**config.mk**
```make
export PLATFORM = sky130hd
export DESIGN_NAME = dct8_bfly_stage
export DESIGN_NICKNAME = d
export VERILOG_FILES = /design/src/rtl/dct8_bfly_stage.sv
export SDC_FILE = /design/constraint.sdc
export NUM_CORES = 1
export LEC_CHECK = 0
export CORE_MARGIN = 2
export CORE_UTILIZATION = 45
export DETAILED_ROUTE_END_ITERATION = 7
export GPL_TIMING_DRIVEN = 0
export PLACE_DENSITY = 0.65
export SLEW_MARGIN = 20
export SYNTH_ARGS = -nofsm -noshare
export SYNTH_HDL_FRONTEND = slang
export SYNTH_SLANG_ARGS = --single-unit
```
**constraint.sdc**
```tcl
create_clock -name clk -period 4.5 [get_ports clk]
set_input_delay 1.125 -clock clk [delete_from_list [all_inputs] [get_ports clk]]
set_output_delay 1.125 -clock clk [all_outputs]
set_load 0.02 [all_outputs]
```
**src/rtl/dct8_bfly_stage.sv**
```systemverilog
// First butterfly stage of the 8-point DCT: buffers one 8-sample frame, then
// streams 4 sums and 4 differences, each saturated or wrapped back to WIDTH.
module dct8_bfly_stage #(
  parameter int WIDTH  = 16,
  parameter bit SAT_EN = 1'b1
) (
  input  logic             clk,
  input  logic             rst,
  input  logic [WIDTH-1:0] in_data,
  input  logic             in_valid,
  output logic             in_ready,
  output logic [WIDTH-1:0] out_data,
  output logic             out_valid,
  input  logic             out_ready,
  output logic             out_last,
  output logic             out_sat
);

  typedef enum logic {LOAD, EMIT} state_t;

  state_t           state, state_nxt;
  logic [2:0]       in_cnt;
  logic [2:0]       out_idx;
  logic             issued;
  logic [WIDTH-1:0] samples [8];

  logic             accept, load, take_last;
  logic [2:0]       ia, ib;
  logic [WIDTH:0]   opa, opb, res;
  logic             ovf;
  logic [WIDTH-1:0] res_data;

  assign in_ready = (state == LOAD);

  always_comb begin
    accept    = in_valid && in_ready;
    load      = (state == EMIT) && !issued && (!out_valid || out_ready);
    take_last = out_valid && out_ready && out_last;
    state_nxt = state;
    case (state)
      LOAD: if (accept && in_cnt == 3'd7) state_nxt = EMIT;
      EMIT: if (take_last)                state_nxt = LOAD;
    endcase
  end

  // k and k+4 share the same operand pair: buf[k mod 4] and buf[7 - k mod 4]
  always_comb begin
    ia  = {1'b0, out_idx[1:0]};
    ib  = ~ia;
    opa = {samples[ia][WIDTH-1], samples[ia]};
    opb = {samples[ib][WIDTH-1], samples[ib]};
    res = out_idx[2] ? (opa - opb) : (opa + opb);
    ovf = res[WIDTH] != res[WIDTH-1];
    if (ovf && SAT_EN)
      res_data = res[WIDTH] ? {1'b1, {(WIDTH-1){1'b0}}} : {1'b0, {(WIDTH-1){1'b1}}};
    else
      res_data = res[WIDTH-1:0];
  end

  always_ff @(posedge clk) begin
    if (accept) samples[in_cnt] <= in_data;
  end

  always_ff @(posedge clk or posedge rst) begin
    if (rst) begin
      state     <= LOAD;
      in_cnt    <= '0;
      out_idx   <= '0;
      issued    <= 1'b0;
      out_valid <= 1'b0;
      out_data  <= '0;
      out_last  <= 1'b0;
      out_sat   <= 1'b0;
    end else begin
      state <= state_nxt;
      if (accept) in_cnt <= in_cnt + 3'd1;
      if (load) begin
        out_data  <= res_data;
        out_sat   <= ovf;
        out_last  <= (out_idx == 3'd7);
        out_valid <= 1'b1;
        out_idx   <= out_idx + 3'd1;
        if (out_idx == 3'd7) issued <= 1'b1;
      end else if (out_valid && out_ready) begin
        out_valid <= 1'b0;
      end
      // issued marks y[7] already loaded so the wrapped out_idx is not reissued
      if (take_last) begin
        issued  <= 1'b0;
        out_idx <= '0;
      end
    end
  end

endmodule

```
### Word level (Yosys, flattened, before mapping)

Memory sizes are Yosys's and may differ from the RTL's.
Cells that the tools add are included.

| operators by class | value |
|---|---|
| multiplexer cells | 15 |
| add/subtract/negate cells | 4 |
| reduce and logical (&&, ||, !) cells | 13 |
| bitwise operators | 2 |
| equal/unequal tests | 3 |

Operators with widths:

| kind | number |
|---|---|
| $mux W16 | 2 |
| $add A16 B16 Y17 | 1 |
| $mux W17 | 1 |
| $sub A16 B16 Y17 | 1 |
| $mux W1 | 9 |
| $add A3 B1 Y3 const B | 2 |
| $eq A3 B3 Y1 const B | 2 |
| $logic_and A1 B1 Y1 | 6 |
| $mux W3 | 2 |
| $reduce_bool A2 Y1 | 3 |
| $not A2 Y3 | 1 |
| $logic_not A1 Y1 | 2 |
| $pmux W1 S2 | 1 |
| $reduce_and A2 Y1 | 1 |
| $logic_or A1 B1 Y1 | 1 |
| $ne A1 B1 Y1 | 1 |
| $not A1 Y1 | 1 |

| word-level totals | value |
|---|---|
| memories kept | 1 |
| memory bits (writable) | 128 |
| flip-flop bits (word level) | 27 |
| output and inout port bits | 20 |

Memory list:

| name | depth | width | rd ports | clocked after memory_dff | wr ports | RTL line | source |
|---|---|---|---|---|---|---|---|
| samples | 8 | 16 | 2 | 0 | 1 | 25 | `logic [WIDTH-1:0] samples [8];` |

### Depth between registers and ports, before layout

Gate-level depths: netlist of the first run.
An unclocked memory read counts as a cell.

| depth | value |
|---|---|
| depth after elaboration | 6 |
| depth in mapped cells | 20 |
| gate-level depth less buffers | 16 |

### Least setup slack after synthesis of the first run

No wires, ideal clock.

| path | value |
|---|---|
| path kind | register -> register |
| from | register out_idx[0] |
| to | register out_data[1] |
| cell stages (with the launch flop) | 17 |
| path buffers | 6 |
| setup time | 83 ps |
| clock period less this slack | 4,820 ps |
| path slack | -320 ps |
| data required time | 4,417 ps |
| arrival time | 4,738 ps |
| path through | dfrtp_1 buf_6 buf_2 buf_1 buf_1 mux4_2 ha_1 a21oi_1 nand2_1 a221o_1 a31o_2 a21boi_0 xnor2_1 clkbuf_1 clkbuf_1 a21oi_1 o21ai_0 |

| between the ends | value |
|---|---|
| word-level cells in the longest chain between the ends | 6 |
| elaborated cells on any way between the ends | 8 |

Ends and longest elaborated chain:

| item | RTL line | source |
|---|---|---|
| from (decl) | 23 | `logic [2:0] out_idx;` |
| from (signal assigned) | 82 | `out_idx <= out_idx + 3'd1;` |
| $not A2 Y3 | 49 | `ib = ~ia;` |
| $mem_v2 Z8 W16 (*) | n/a |  |
| $add A16 B16 Y17 or $sub A16 B16 Y17 (tied branches) | 52 | `res = out_idx[2] ? (opa - opb) : (opa + opb);` |
| $mux W17 (*) | 52 |  |
| $mux W16 or $ne A1 B1 Y1 (tied branches) | 55, 53 |  |
| $mux W16 (*) | 54 | `if (ovf && SAT_EN)` |
| to (signal assigned) | 78 | `out_data <= res_data;` |
| to (decl) | 12 | `output logic [WIDTH-1:0] out_data,` |

Mark *: on every way between the ends. The rest lies on a longest branch, timed or not.
A chain may end at the register's enable or synchronous reset.

### Worst setup path in the final report of the first run

| path | value |
|---|---|
| from | register out_idx[0] |
| to | register out_data[10] |

Same word-level chain as after synthesis.

==> results of run 1 <==
timing repair:
action / 4_1_cts / 5_1_grt
cloned: 2 / 0
resized for setup: 58 / 8
hold buffers: 0 / 0
setup buffers: 16 / 0
pin swaps: 22 / 5
endpoints found under the setup margin: 17 / 17
worst min-delay path: stages (launching register included):
cell	delay [ps]
dfrtp_1	330
a21oi_1	40
nor2_1	70
per-stage QoR:
| stage | hold slack [ps] | instance area [um^2] | TNS [ps] | std cells |
|---|---|---|---|---|
| floorplan | 454 | 7020 | 0 | 470 |
| global placement | 466 | 7650 | -33520 | 697 |
| detailed placement | 471 | 7790 | -20410 | 711 |
| CTS | 489 | 8650 | -2020 | 760 |
| global route | 502 | 8670 | -5910 | 760 |
| finish | 483 | 8670 | -2480 | 760 |
layout make-up:
| class | instances | area share (%) |
|---|---|---|
| multi-input cells | 286 | 29.4 |
| flip-flops and latches | 155 | 52.1 |
| plain buffers | 18 | 1.31 |
| inverters | 10 | 0.433 |
| repair buffers | 71 | 7.49 |
| clock inverters | 15 | 1.60 |
| well taps | 188 | 2.71 |
| clock buffers | 17 | 4.90 |
cell families after synthesis:
family,Yosys count,synth area share [%]
adder cells (fa/ha/maj),22,4.03
multiplexers,36,11.1
XOR/XNOR,30,3.74
buffers and inverters,29,1.71
AO/OA/AOI/OAI,79,6.74
AND/OR/NAND/NOR,119,8.33
flip-flops,155,64.4
cells in the final DEF (no fill, tap or decap), types with 9 or more instances in the layout:
master | synthesis | routed
edfxtp_1 | 128 | 128
clkdlybuf4s50_1 | 0 | 39
nand2_1 | 37 | 36
mux4_2 | 33 | 33
nor2_1 | 29 | 26
dfrtp_1 | 27 | 26
xnor2_1 | 26 | 24
buf_4 | 0 | 23
a21oi_1 | 28 | 21
ha_1 | 21 | 20
clkbuf_16 | 0 | 17
o21ai_1 | 5 | 12
buf_6 | 1 | 11
inv_1 | 10 | 9
final timing paths:
kind | startpoint | slack, ps | end
worst min register to register | issued | 480 | issued
worst min-delay path | issued | 480 | issued
max in group asynchronous | rst | 3040 | out_idx[1]
worst max register to register | out_idx[0] | -220 | out_data[10]
worst max-delay path | out_idx[0] | -220 | out_data[10]
min in group asynchronous | rst | 1070 | out_valid
state kept, by name, indices dropped and copies added, names as in the netlist:
name / flops
out_last: 1
out_valid: 1
in_cnt: 3
state: 1
out_idx: 3
samples: 128
issued: 1
out_sat: 1
out_data: 16
metal layers:
| layer | track usage, % | wire (um) |
|---|---|---|
| met1 | 26.0 | 6560 |
| met3 | 5.24 | 773 |
| met2 | 31.9 | 7490 |
| met5 | 0 | 0 |
| met4 | 7.35 | 284 |
==> results_dict.tcl, run 1 <==
set metrics [dict create \
    vias 4350 \
    status "complete, but fails checks" \
    finalSetupViolCount 17 \
    synth_warnings 0 \
    synth_edf_count 128 \
    tightest_slew_ps 718 \
    grt_pass1_wl_um 24100 \
    cpMostUsedCell "buf_6" \
    gp_congestion 0.799 \
    hold_depth 2 \
    path_class "reg2reg" \
    synth.top_cells.by_area "edfxtp_1, mux4_2, dfrtp_1" \
    reg2regPathDepth 19 \
    min_period_ps 4720 \
    n_fill_cell 1157 \
    grt_pass1_vias 4479 \
    clock-sinks 155 \
    port_buffers 39 \
    skew_ps 7.49 \
    clockBufferDepth 2 \
    critPathBufInv 3 \
    syn_inst 470 \
    maxCapViolations 0 \
    syn_to_final_growth_pct 23.6 \
    synth_commonest_cells "edfxtp_1, nand2_1, mux4_2" \
    clk_pin_slew_ps 60 \
    n_antenna_cell 0 \
    async_flop_share_pct 17.4 \
    grt.overflow.total 0 \
    synthesis.area_um2 7020 \
    max_freq_ghz 0.212 \
    synth.distinct_cells 56 \
    io_pins 40 \
    wl_um 15100 \
    start_util_pct 46.2 \
    start_kind "flop" \
    cp_slowest_cell "or4_4" \
    critPathArrivalTime_ps 5020 \
    dieWidth_um 129 \
    antenna_found_initial 0 \
    clk_latency_ps 420 \
    core_um2 15200 \
    nets 601 \
    num_rows 45 \
    slew_headroom_pct 52.1 \
    grt_max_degree 28 \
    yosysSeqAreaShare_pct 64.4 \
    drt-initial-drc-count 397 \
    hold_violations 0 \
    post-dp-hpwl_um 10800 \
    ys_ff_latch 155 \
    syn_avg_cell_area_um2 14.9 \
    synth_flop_cell "edfxtp_1" \
    htree_levels 4 \
    ff_latch_area_um2 4520 \
    worstPathRequired_ps 4800 \
    drtPass1Iterations 5 \
    hold_path.class "reg2reg" \
    fin_crit_sh_pct 105 \
    crit_path_end_kind "flop" \
    die_h_um 129 \
    syn_nets 512 \
    cp_cell_sequence "buf_6, mux4_2, or4_4, nor3_4, or3b_4, nor3_2, nor2_1, xnor2_1, ha_1, a21oi_2, nand2_1, a221oi_2, o31ai_1, xor2_1, xnor2_2, buf_6, buf_6, o211ai_1, nand3_2" \
    maxSlewViolCount 0 \
    netlist.area_leader.share_pct 54.8 \
    cts_root_buffer "clkbuf_16" \
    critPathTopFamily "simple AND/OR/NAND/NOR gates" \
    ant_nets 0 \
    timing.final.ws_setup_ps -224 \
    rsz0062_at_grt "yes" \
    dieArea_um2 16600 \
    violations "negative setup slack" \
    wire_per_inst_um 19.9 \
    max_stage_delay_ps 580 \
    yosysTopAreaCell "edfxtp_1" \
    multi_input_area_um2 2550 \
    path_depth 19 \
    synth_most_common_cell "edfxtp_1" \
    finish.utilization_pct 57.1 \
    route.detailed.drc 0 \
    track_usage_pct 19.8 \
    cts_buffers 17 \
    drive_above_1_share_pct 26.4 \
    cts_tree "built" \
    cp_max_fo 8 \
    dpl_worst_slack_ps -1250 \
    viasPerCell 5.72 \
]
Power of run 1 is not shown: default switching activity piles up to over one toggle a cycle in this logic, so the estimate is an artifact.
==> run 2, diff against run 1 <==
CAP_MARGIN = 15   (was default)
==> results_dict.tcl, run 2 (synthesized netlist as in run 1, its figures left out) <==
set metrics [dict create \
    status "complete, but fails checks" \
    violations "negative setup slack" \
    drt-initial-drc-count 382 \
    skew_ps 6.57 \
    cts_tree "built" \
    grt.overflow.total 0 \
    io_pins 40 \
    max_stage_delay_ps 580 \
    ant_nets 0 \
    path_class "reg2reg" \
    die_h_um 129 \
    nets 597 \
    drive_above_1_share_pct 24.6 \
    finish.utilization_pct 56.8 \
    hold_path.class "reg2reg" \
    timing.final.ws_setup_ps -209 \
    largest_register_ffs 128 \
    clk_latency_ps 430 \
    drtPass1Iterations 5 \
    r2r-start "out_idx[0]" \
    maxCapViolations 0 \
    clock-sinks 155 \
    htree_levels 4 \
    viasPerCell 5.72 \
    route.detailed.drc 0 \
    core_um2 15200 \
    finalSetupViolCount 17 \
    wire_per_inst_um 20.0 \
    post-dp-hpwl_um 10800 \
    dieArea_um2 16600 \
    dpl_worst_slack_ps -1300 \
    reg.largest.list "samples (128), out_data (16)" \
    hold_violations 0 \
    maxSlewViolCount 0 \
    gp_congestion 0.799 \
    cts_buffers 17 \
    port_buffers 39 \
    clockBufferDepth 2 \
    fin_crit_sh_pct 105 \
    cp_max_fo 10 \
    grt_pass1_vias 4386 \
    min_period_ps 4710 \
    reg2regPathDepth 18 \
    syn_to_final_growth_pct 23.1 \
    critPathArrivalTime_ps 5010 \
    start_kind "flop" \
    hold_path_end "out_data[0]" \
    hold_depth 2 \
    crit_path_end_kind "flop" \
    cpMostUsedCell "clkbuf_8" \
    num_rows 45 \
    rr_endpoint "out_data[10]" \
    max_freq_ghz 0.212 \
    clk_pin_slew_ps 60 \
    grt_pass1_wl_um 24000 \
    cts_root_buffer "clkbuf_16" \
    vias 4322 \
    grt_max_degree 28 \
    final_common_cell "edfxtp_1" \
    start_util_pct 46.2 \
    cp_cell_sequence "buf_6, mux4_2, or4_4, nor3_4, or3b_4, inv_1, a21oi_1, xnor2_1, ha_2, nor2b_1, or2_2, a21oi_2, a21boi_4, xnor2_2, clkbuf_8, clkbuf_8, o211ai_1, nand3_1" \
    n_fill_cell 1171 \
    hp-start "out_data[0]" \
    track_usage_pct 19.6 \
    layout_common_cells "edfxtp_1, clkdlybuf4s50_1, nand2_1" \
    antenna_found_initial 0 \
    tightest_slew_ps 706 \
    n_antenna_cell 0 \
    rsz0062_at_grt "yes" \
    worstPathRequired_ps 4800 \
    r2r_slack_ps -210 \
    dieWidth_um 129 \
    cp_slowest_cell "or4_4" \
    slew_headroom_pct 52.9 \
    wl_um 15100 \
    top_register "samples" \
]
[run 2: worst max path at each step]
stage,cells after the start,endpoint,slack (ps),start
final,18,out_data[10],-210,out_idx[0]
after global routing,18,out_data[10],-420,out_idx[0]
after CTS,18,out_data[10],-200,out_idx[0]
after detailed placement,15,out_data[2],-1300,out_idx[1]
after global placement,15,out_data[3],-1130,out_idx[1]
after floorplan,17,out_data[4],20,out_idx[0]
[run 2: routing by layer]
layer	global-route usage (%)	up-vias	wire (um)
met1	26.0	2150	6590
met5	0	-	0
met4	9.02	0	352
met2	31.5	156	7330
met3	3.95	25	819
li1	-	1991	-
[run 2: area by class of cell]
type	count	area (um^2)	area share, %
flip-flops and latches	155	4520	52.3
multi-input cells	286	2530	29.3
repair buffers	67	619	7.17
clock buffers	17	425	4.93
well taps	188	235	2.72
clock inverters	15	140	1.62
plain buffers	18	129	1.49
inverters	10	37.5	0.435
[run 2: stage by stage]
stage               hold slack [ps]  cells  instance area, um^2  TNS, ps
CTS                             484    755                 8600    -2330
detailed placement              471    711                 7790   -21310
finish                          479    756                 8640    -2190
floorplan                       454    470                 7020        0
global placement                466    697                 7650   -33520
global route                    501    756                 8640    -6140
[run 2: worst max-delay path: cells and delay by family, from the launching register on]
kind                     cells  cell delay [ps]
AND/OR/NAND/NOR              6             1700
adder cells (fa/ha/maj)      1              340
XOR/XNOR                     2              320
flip-flops                   1              370
buffers and inverters        4              590
multiplexers                 1              570
AO/OA/AOI/OAI                4              680
[run 2: repair_timing]
item,in CTS,in global routing
pin swaps,20,5
resized for setup,48,6
endpoints found under the setup margin,17,17
hold buffers,0,0
setup buffers,11,1
gates cloned,2,0
Power of run 2 is left out for the same reason.
==> run 3, diff against run 2 <==
ABC_AREA = 1   (was default)
==> results_dict.tcl, run 3 <==
set metrics [dict create \
    status "complete, no violations" \
    min_period_ps 4250 \
    top_register "samples" \
    p_per_area_nw_per_um2 341 \
    r2r_slack_ps 250 \
    synth_commonest_cells "nand2_1, edfxtp_1, nor2_1" \
    clk_latency_ps 420 \
    clk_pin_slew_ps 60 \
    cts_hold_buf 0 \
    grt_pass1_vias 5028 \
    drtPass1Iterations 5 \
    grt_max_degree 28 \
    critPathArrivalTime_ps 4600 \
    dieWidth_um 131 \
    fin_crit_sh_pct 94.4 \
    drt-initial-drc-count 488 \
    synth_warnings 0 \
    slew_headroom_pct 54.9 \
    gp_congestion 0.824 \
    hold_depth 2 \
    cts_buffers 17 \
    synth.distinct_cells 39 \
    dpl_worst_slack_ps 136 \
    port_buffers 39 \
    hold_path_end "out_sat" \
    die_h_um 131 \
    timing.final.ws_setup_ps 252 \
    nets 780 \
    io_pins 40 \
    clockBufferDepth 2 \
    antenna_found_initial 0 \
    clock_power_share_pct 46.4 \
    final_area_um2 8690 \
    post-dp-hpwl_um 12000 \
    ant_nets 0 \
    hold_violations 0 \
    crit_path_end_kind "flop" \
    tns_ps 0 \
    synth_flop_cell "edfxtp_1" \
    dieArea_um2 17300 \
    wire_per_inst_um 16.9 \
    tightest_slew_ps 676 \
    ir_drop_mv 0.277 \
    async_flop_share_pct 17.4 \
    start_kind "flop" \
    p_sw_uw 581 \
    power_frac_seq_pct 52.4 \
    layout_common_cells "nand2_1, edfxtp_1, nor2_1" \
    cp_max_fo 10 \
    path_class "reg2reg" \
    grt_pass1_wl_um 26000 \
    core_um2 15900 \
    wl_um 16400 \
    syn_nets 715 \
    final_common_cell "nand2_1" \
    reg2regPathDepth 25 \
    hold_ws_ps 497 \
    yosysTopAreaCell "edfxtp_1" \
    finalSetupViolCount 0 \
    grt.overflow.total 0 \
    netlist.area_leader.share_pct 52.6 \
    swShare_pct 19.6 \
    skew_ps 6.01 \
    clock-sinks 155 \
    r2r-start "out_idx[0]" \
    ys_ff_latch 155 \
    syn_inst 673 \
    placed_area_um2 8090 \
    cts_root_buffer "clkbuf_16" \
    synth_most_common_cell "nand2_1" \
    route.detailed.drc 0 \
    rr_endpoint "out_data[13]" \
    worstPathRequired_ps 4850 \
    vias 5133 \
    htree_levels 4 \
    n_antenna_cell 0 \
    fin_cells 967 \
    start_util_pct 46.0 \
    largest_register_ffs 128 \
    leakage_uw 0.00331 \
    syn_avg_cell_area_um2 10.9 \
    num_rows 46 \
    intPower_uw 2390 \
    yosysSeqAreaShare_pct 61.8 \
    place_inst 935 \
    reg.largest.list "samples (128), out_data (16)" \
    max_freq_ghz 0.235 \
    hold_path.class "reg2reg" \
    synth.top_cells.by_area "edfxtp_1, dfrtp_1, nand2_1" \
    syn_to_final_growth_pct 18.9 \
    maxCapViolations 0 \
    hp-start "out_sat" \
    maxSlewViolCount 0 \
    drive_above_1_share_pct 15.0 \
    p_comb_share_pct 1.2 \
    viasPerCell 5.31 \
    synthesis.area_um2 7310 \
    synth_edf_count 128 \
    track_usage_pct 19.8 \
    cts_tree "built" \
]
## run 3: cell count changes in the layout (fill, tap and decap cells not counted), moves of 15 or more
cell | previous run | this run
nand3_1 | 9 | 55
buf_4 | 20 | 4
inv_1 | 9 | 28
mux4_2 | 33 | 0
nor2_1 | 26 | 61
nand2_1 | 36 | 135
xnor2_1 | 24 | 9
o21ai_0 | 12 | 49
nand2_2 | 1 | 18
## run 3: power groups by stage
stage	Sequential, uW	Combinational (uW)	Clock, uW
3_3_place_gp	1580	33.5	0
5_1_grt	1550	39.7	1450
2_1_floorplan	1580	3.62	0
6_report	1550	36.2	1380
4_1_cts	1550	36.3	1400
3_5_place_dp	1580	36.0	0
## run 3: repair_timing
action | in CTS | in global routing
setup endpoints to repair | 0 | 17
resized for setup | 0 | 9
setup buffers | 0 | 0
## run 3: layout make-up
type | instances | area, um^2
Clock inverter | 14 | 145
Multi-Input combinational cell | 460 | 2560
Tap cell | 216 | 270
Buffer | 26 | 170
Clock buffer | 18 | 429
Sequential cell | 155 | 4520
Fill cell | 1395 | 7190
Inverter | 32 | 123
Timing Repair Buffer | 46 | 480
## run 3: worst max-delay path by stage
stage / from / endpoint / slack [ps] / depth (start not counted)
5_1_grt: out_idx[0] / out_data[8] / -20 / 25
6_report: out_idx[0] / out_data[13] / 250 / 25
4_1_cts: out_idx[1] / out_data[4] / 110 / 26
3_5_place_dp: out_idx[1] / out_data[4] / 140 / 26
3_3_place_gp: out_idx[1] / out_data[13] / 240 / 26
2_1_floorplan: out_idx[1] / out_data[4] / 970 / 26
## run 3: stage by stage
stage	power (uW)	utilization [%]
after CTS	2990	54.5
after detailed placement	1620	50.9
after global placement	1620	50.2
after global routing	3050	54.7
final	2970	54.7
after floorplan	1590	-
## run 3: worst max-delay path, stage by stage, from the launching register on
cell	delay, ps
dfrtp_1	450
inv_2	100
buf_2	230
buf_4	220
nand2_1	80
a32oi_2	230
inv_1	100
ha_1	200
nand2_1	110
nor2_4	60
nand4_1	130
nand2_1	90
xnor2_1	140
ha_1	360
a21oi_2	230
o21ai_0	120
a211oi_1	350
nand2_1	110
nand2_1	70
nand2_1	110
inv_1	110
nand3_2	100
nand2_2	120
inv_2	50
buf_6	150
a21oi_2	140
## run 3: kinds of logic after synthesis
group	synth area share (%)
AOI/OAI and AO/OA	8.88
xor gates and xnor gates	3.11
adders and majority gates	3.87
buffers and inverters	3.94
DFF	61.8
and+or+nand+nor	18.4
## run 3: routing by layer
| layer | up-vias | GRT usage (%) | routed length (um) |
|---|---|---|---|
| met2 | 201 | 32.4 | 8030 |
| met5 | - | 0 | 0 |
| met1 | 2427 | 26.1 | 7070 |
| met4 | 0 | 8.09 | 298 |
| li1 | 2483 | - | - |
| met3 | 22 | 3.67 | 979 |
No activity file was read; power rests on OpenSTA's default activity.
==> variant 1 (config.mk and constraints of run 3) <==
Make the reset (`rst`) synchronous in one clocked block.
--- a/src/rtl/dct8_bfly_stage.sv
+++ b/src/rtl/dct8_bfly_stage.sv
@@ -61,7 +61,7 @@
     if (accept) samples[in_cnt] <= in_data;
   end
 
-  always_ff @(posedge clk or posedge rst) begin
+  always_ff @(posedge clk) begin
     if (rst) begin
       state     <= LOAD;
       in_cnt    <= '0;
Check against the original RTL: differs if rst is asserted again (counterexample within 10 cycles, from zero or initial values and one cycle with rst high); with rst held inactive, the same outputs for 10 cycles.
==> variant 1 against run 3 <==
  * Die area fell by 1.9%
  * Sequential cell count rose by 2
  * Cell area shrank 1.4%
  * Fmax rose by 3.0%
  * Setup slack improved by 0.12 ns
  * Area after synthesis shrank 2.0%
  * Wire length shrank 1.8%
  * Critical endpoint is now out_data[5]
Power is not compared: it rests on default switching activity, and its combinational part moved more than twofold at a synthesized area within 25%.
==> variant 1: results (changes against run 3) <==
| Metric | Value |
|---|---|
| Commonest cells in the netlist | `nand2_1, edfxtp_1, o21ai_0, nor2_1, nand3_1 (was nand2_1, edfxtp_1, nor2_1, nand3_1, o21ai_0)` |
| Fraction of layout cells with a size suffix above 1 | `12.11% (was 15.05%)` |
| Initial antenna violation count | `0 (unchanged)` |
| Async SR Flop Fraction | `0% (was 17.42%)` |
| Placed Instances | `944 (was 935)` |
| Worst slew margin | `56.31% (was 54.95%)` |
| GRT Util Overall | `19.87% (was 19.81%)` |
| Top cells by area, synth | `edfxtp_1, nand2_1, dfxtp_1 (was edfxtp_1, dfrtp_1, nand2_1)` |
| Bufs on Longest Clock Path | `2 (unchanged)` |
| Total Nets Final | `789 (was 780)` |
| Iter 0 DRT Violations | `489 (was 488)` |
| Synthesized Nets | `723 (was 715)` |
| CTS Buf Count | `17 (unchanged)` |
| WP data arrival | `4.43 ns (was 4.60 ns)` |
| Worst path max stage delay | `0.37 ns (was 0.45 ns)` |
| Met1 usage | `25.83% (was 26.10%)` |
| Post-synthesis cell type count | `38 (was 39)` |
| Clock slew at reported path FFs | `0.06 ns (about the same)` |
| Slowest cell on the critical path | `a32oi_1 (was dfrtp_1)` |
| Hold Crit Class | `register to register (unchanged)` |
| Met2 Use GR | `33.08% (was 32.43%)` |
| Register area share after synthesis | `61.71% (was 61.81%)` |
| Via count | `5,068 (was 5,133)` |
| Final Skew | `0.007698 ns (was 0.006007 ns)` |
| Met1 wire length | `7.005 mm (was 7.066 mm)` |
| Global-route wire length before repair | `25.08 mm (was 25.99 mm)` |
| Met3 Resource Use GR | `4.059% (was 3.665%)` |
| Mapped Cells | `681 (was 673)` |
| Root Buffer Master | `clkbuf_16 (unchanged)` |
| Worst slack, placed | `0.3289 ns (was 0.1363 ns)` |
| Largest net degree at the start of global routing | `17 (was 28)` |
| Vias in the first global route | `4,779 (was 5,028)` |
| Post-Route WL | `16.08 mm (was 16.38 mm)` |
| Dpl hpwl | `11.80 mm (was 11.96 mm)` |
| Max VDD drop | `244.4 µV` |
| DP Area | `7966 µm² (was 8088 µm²)` |
| WL met3 | `847 µm (was 979 µm)` |
| Critical path's top delay family | `buffers and inverters (was compound AO/OA/AOI/OAI gates)` |
| RD Place Congestion | `0.7935 (was 0.8237)` |
| DR WL/cell | `16.47 µm (was 16.94 µm)` |
| Met2 routed WL | `7.918 mm (was 8.032 mm)` |
| Status | `completed (unchanged)` |
variant 1: changes by cell type in the layout (fill, tap and decap cells not counted), sizes merged, moves of 3 or more:
cell	run 3	this run
a21oi	35	39
clkbuf	30	34
dfrtp	27	0
dfxtp	0	29
inv	35	40
nand2	154	172
nand3	61	47
nand4	4	1
nor2	73	58
nor3	4	1
o21ai	55	61
xor2	17	20
variant 1: what timing repair did:
action / in CTS / in global routing
endpoints found under the hold margin: 0 / 0
gates resized for setup: 0 / 1
endpoints found under the setup margin: 0 / 14
variant 1: kinds of logic after synthesis:
kind of cell | after synthesis | synth area share, %
flops | 157 | 61.71
xor+xnor | 27 | 3.298
fa+ha+maj | 22 | 3.944
compound gates | 127 | 10.16
buf+inv | 64 | 4.154
simple gates | 284 | 16.74
variant 1: worst paths after layout:
kind,cells after the start,end,slack [ns],from
max,24,out_data[5],0.37,out_idx[0]
min,2,issued,0.47,issued
max reg2reg,24,out_data[5],0.37,out_idx[0]
min reg2reg,2,issued,0.47,issued
variant 1: cell type report:
cell class,count,area [µm²]
plain buffers,25,148.9
clock buffers,20,436.7
clock inverters,12,168.9
fillers,1343,7139
inverters,39,148.9
multi-input cells,460,2467
flip-flops and latches,157,4425
well taps,216,270.3
repair buffers,47,506.7
variant 1: tightest hold or removal path, delay by kind of cell (launching register included):
family / cells / cell delay (ns)
flip-flops: 1 / 0.31
AO/OA/AOI/OAI: 1 / 0.06
buffers and inverters: 1 / 0.05
variant 1: report_power, final:
| part | internal [mW] | total [mW] | switching [mW] |
|---|---|---|---|
| clock | 0.923 | 1.47 | 0.550 |
| combinational | 0.0921 | 0.259 | 0.167 |
| sequential | 1.61 | 1.62 | 0.00950 |
==> variant 2 (config.mk and constraints of run 3) <==
Made on the original files. `WIDTH`: 16 -> 12.
--- a/src/rtl/dct8_bfly_stage.sv
+++ b/src/rtl/dct8_bfly_stage.sv
@@ -1,7 +1,7 @@
 // First butterfly stage of the 8-point DCT: buffers one 8-sample frame, then
 // streams 4 sums and 4 differences, each saturated or wrapped back to WIDTH.
 module dct8_bfly_stage #(
-  parameter int WIDTH  = 16,
+  parameter int WIDTH  = 12,
   parameter bit SAT_EN = 1'b1
 ) (
   input  logic             clk,
Interface: changed (resized in_data and out_data); port bits go from 40 to 32. The function was not compared with the original's and may differ.
==> variant 2 against run 3 <==
  * Wire length down 28%
  * Setup slack improved by 0.34 ns
  * Synthesized cell count shrank 24%
  * Power shrank 12%
  * Sequential cell count fell by 36
  * Fmax increased by 8.8%
  * Area after synthesis down 25%
  * Cell area decreased by 24%
  * Sequential power fell by 23%
  * Utilization up 0.63 points
==> variant 2: results (changes against run 3) <==
| Metric | Value |
|---|---|
| Status | `completed (unchanged)` |
| Post-Route WL | `11.81 mm (was 16.38 mm)` |
| CTS Buf Count | `17 (unchanged)` |
| Port bufs | `31 (was 39)` |
| Synthesized Nets | `548 (was 715)` |
| Clock slew at reported path FFs | `0.06 ns (about the same)` |
| Commonest cells in the netlist | `nand2_1, edfxtp_1, nand3_1, nor2_1, o21ai_0 (was nand2_1, edfxtp_1, nor2_1, nand3_1, o21ai_0)` |
| Async SR Flop Fraction | `19.33% (was 17.42%)` |
| Post-synth EDFFs | `96 (was 128)` |
| Synth Warn # | `0 (unchanged)` |
| Most common cell after layout, fill and taps aside | `nand2_1 (unchanged)` |
| Max VDD drop | `470.1 µV (was 277.1 µV)` |
| Diode count | `0 (unchanged)` |
| Htree depth | `4 (unchanged)` |
| RD Place Congestion | `0.9197 (was 0.8237)` |
| Crit-path max FO | `10 (unchanged)` |
| Via count | `3,780 (was 5,133)` |
| Setup Buffers After CTS | `0 (unchanged)` |
| WP data arrival | `4.21 ns (was 4.60 ns)` |
| Bufs on Longest Clock Path | `2 (unchanged)` |
| Iter 0 DRT Violations | `255 (was 488)` |
| Vias in the first global route | `3,663 (was 5,028)` |
| Hold Fails Final Rpt | `0 (unchanged)` |
| Largest regs | `samples: 96 flops, out_data: 12 flops (was samples: 128 flops, out_data: 16 flops)` |
| Root Buffer Master | `clkbuf_16 (unchanged)` |
| Fillers | `1,015 (was 1,395)` |
| Critical R2R Launch | `out_idx[1] (was out_idx[0])` |
| Top cells by area, synth | `edfxtp_1, dfrtp_1, nand2_1 (unchanged)` |
| Drt pass-1 iters | `5 (unchanged)` |
| Final Skew | `0.007919 ns (was 0.006007 ns)` |
| Post-synthesis cell type count | `32 (was 39)` |
| DP Area | `6003 µm² (was 8088 µm²)` |
| Clock latency on the worst-skew pair | `0.42 ns (about the same)` |
| Initial antenna violation count | `0 (unchanged)` |
| DR WL/cell | `16.31 µm (was 16.94 µm)` |
| Post_cts resized | `0 (unchanged)` |
| Startpoint types | `register (unchanged)` |
| R2R depth | `21 (was 25)` |
| Fraction of layout cells with a size suffix above 1 | `10.92% (was 15.05%)` |
| GRT Util Overall | `19.65% (was 19.81%)` |
| Dpl hpwl | `8.072 mm (was 11.96 mm)` |
| Global-route wire length before repair | `18.95 mm (was 25.99 mm)` |
| Total Nets Final | `598 (was 780)` |
| Critical Path End | `out_data[8] (was out_data[13])` |
| Hold Crit Class | `register to register (unchanged)` |
| Lkg Pwr | `2.617 nW (was 3.307 nW)` |
| Register area share after synthesis | `63.00% (was 61.81%)` |
| Mapped Cells | `514 (was 673)` |
| Largest net degree at the start of global routing | `24 (was 28)` |
| Worst slew margin | `34.23% (was 54.95%)` |
| Worst slack, placed | `0.5815 ns (was 0.1363 ns)` |
| Placed Instances | `692 (was 935)` |
-- variant 2: cell types whose count changed in the layout (fill, tap and decap cells not counted), moves of 8 or more --
cell / run 3 / this run
edfxtp_1: 128 / 96
buf_6: 9 / 1
a21oi_2: 15 / 0
clkdlybuf4s50_1: 39 / 31
a21oi_1: 20 / 11
o21ai_0: 49 / 37
nor2_1: 61 / 31
nand2_2: 18 / 3
-- variant 2: routing by layer --
metal  vias up  routed length, µm  GRT usage, %
li1       1871                  -             -
met1      1778               5483         26.11
met2       116               5420         30.26
met3        15                618         6.035
met4         0                286         7.805
met5         -                  0             0
-- variant 2: through the flow --
stage	util, %	hold slack, ns	power, mW
floorplan	-	0.4924	1.216
global placement	50.02	0.4639	1.238
detailed placement	50.19	0.4704	1.240
CTS	55.36	0.4853	2.640
global route	55.36	0.5153	2.698
finish	55.36	0.4779	2.621
-- variant 2: power breakdown --
group	internal, mW	leakage, nW	switching, mW
Combinational	0.0116	1.17	0.0149
Sequential	1.19	1.15	0.0000000000000000145
Clock	0.885	0.297	0.519
Total	2.09	2.62	0.534
-- variant 2: how the worst min path moves through the flow --
stage                 from           to  slack, ns  cells after the start
2_1_floorplan    in_cnt[0]    in_cnt[0]       0.49                      2
3_3_place_gp       out_sat      out_sat       0.46                      2
3_5_place_dp       out_sat      out_sat       0.47                      2
4_1_cts            out_sat      out_sat       0.49                      2
5_1_grt        out_data[7]  out_data[7]       0.52                      2
6_report           out_sat      out_sat       0.48                      2
-- variant 2: area by class of cell --
cell class	count	area [µm²]	share of cell area [%]
Sequential cell	119	3458	52.23
Clock inverter	15	192.7	2.910
Clock buffer	17	425.4	6.425
Inverter	34	127.6	1.927
Tap cell	147	183.9	2.778
Timing Repair Buffer	31	310.3	4.686
Buffer	17	87.58	1.323
Multi-Input combinational cell	344	1836	27.72
-- variant 2: critical path, cell delays in order (launching register included) --
cell and delay (ns):
dfrtp_1 0.44, inv_2 0.08, buf_2 0.25, buf_2 0.27, a32o_1 0.30, ha_1 0.21, nand2_1 0.07, nor2_2 0.15
inv_1 0.07, o21ai_0 0.23, xnor2_1 0.15, ha_1 0.31, a21oi_1 0.23, o21ai_0 0.13, nand2_1 0.07, nand3_1 0.10
xor2_1 0.31, inv_1 0.15, nand2_2 0.12, nand2_1 0.06, nand2_1 0.06, nand2_1 0.05
-- variant 2: kinds of logic (layout without fill, tap and decap cells) --
kind of cell	after synthesis	count (layout)	synth area share, %
AOI/OAI and AO/OA	70	70	7.317
xor gates and xnor gates	20	20	3.191
adders and majority gates	18	18	4.240
buffers and inverters	51	114	3.920
DFF	119	119	63.00
and+or+nand+nor	236	236	18.33
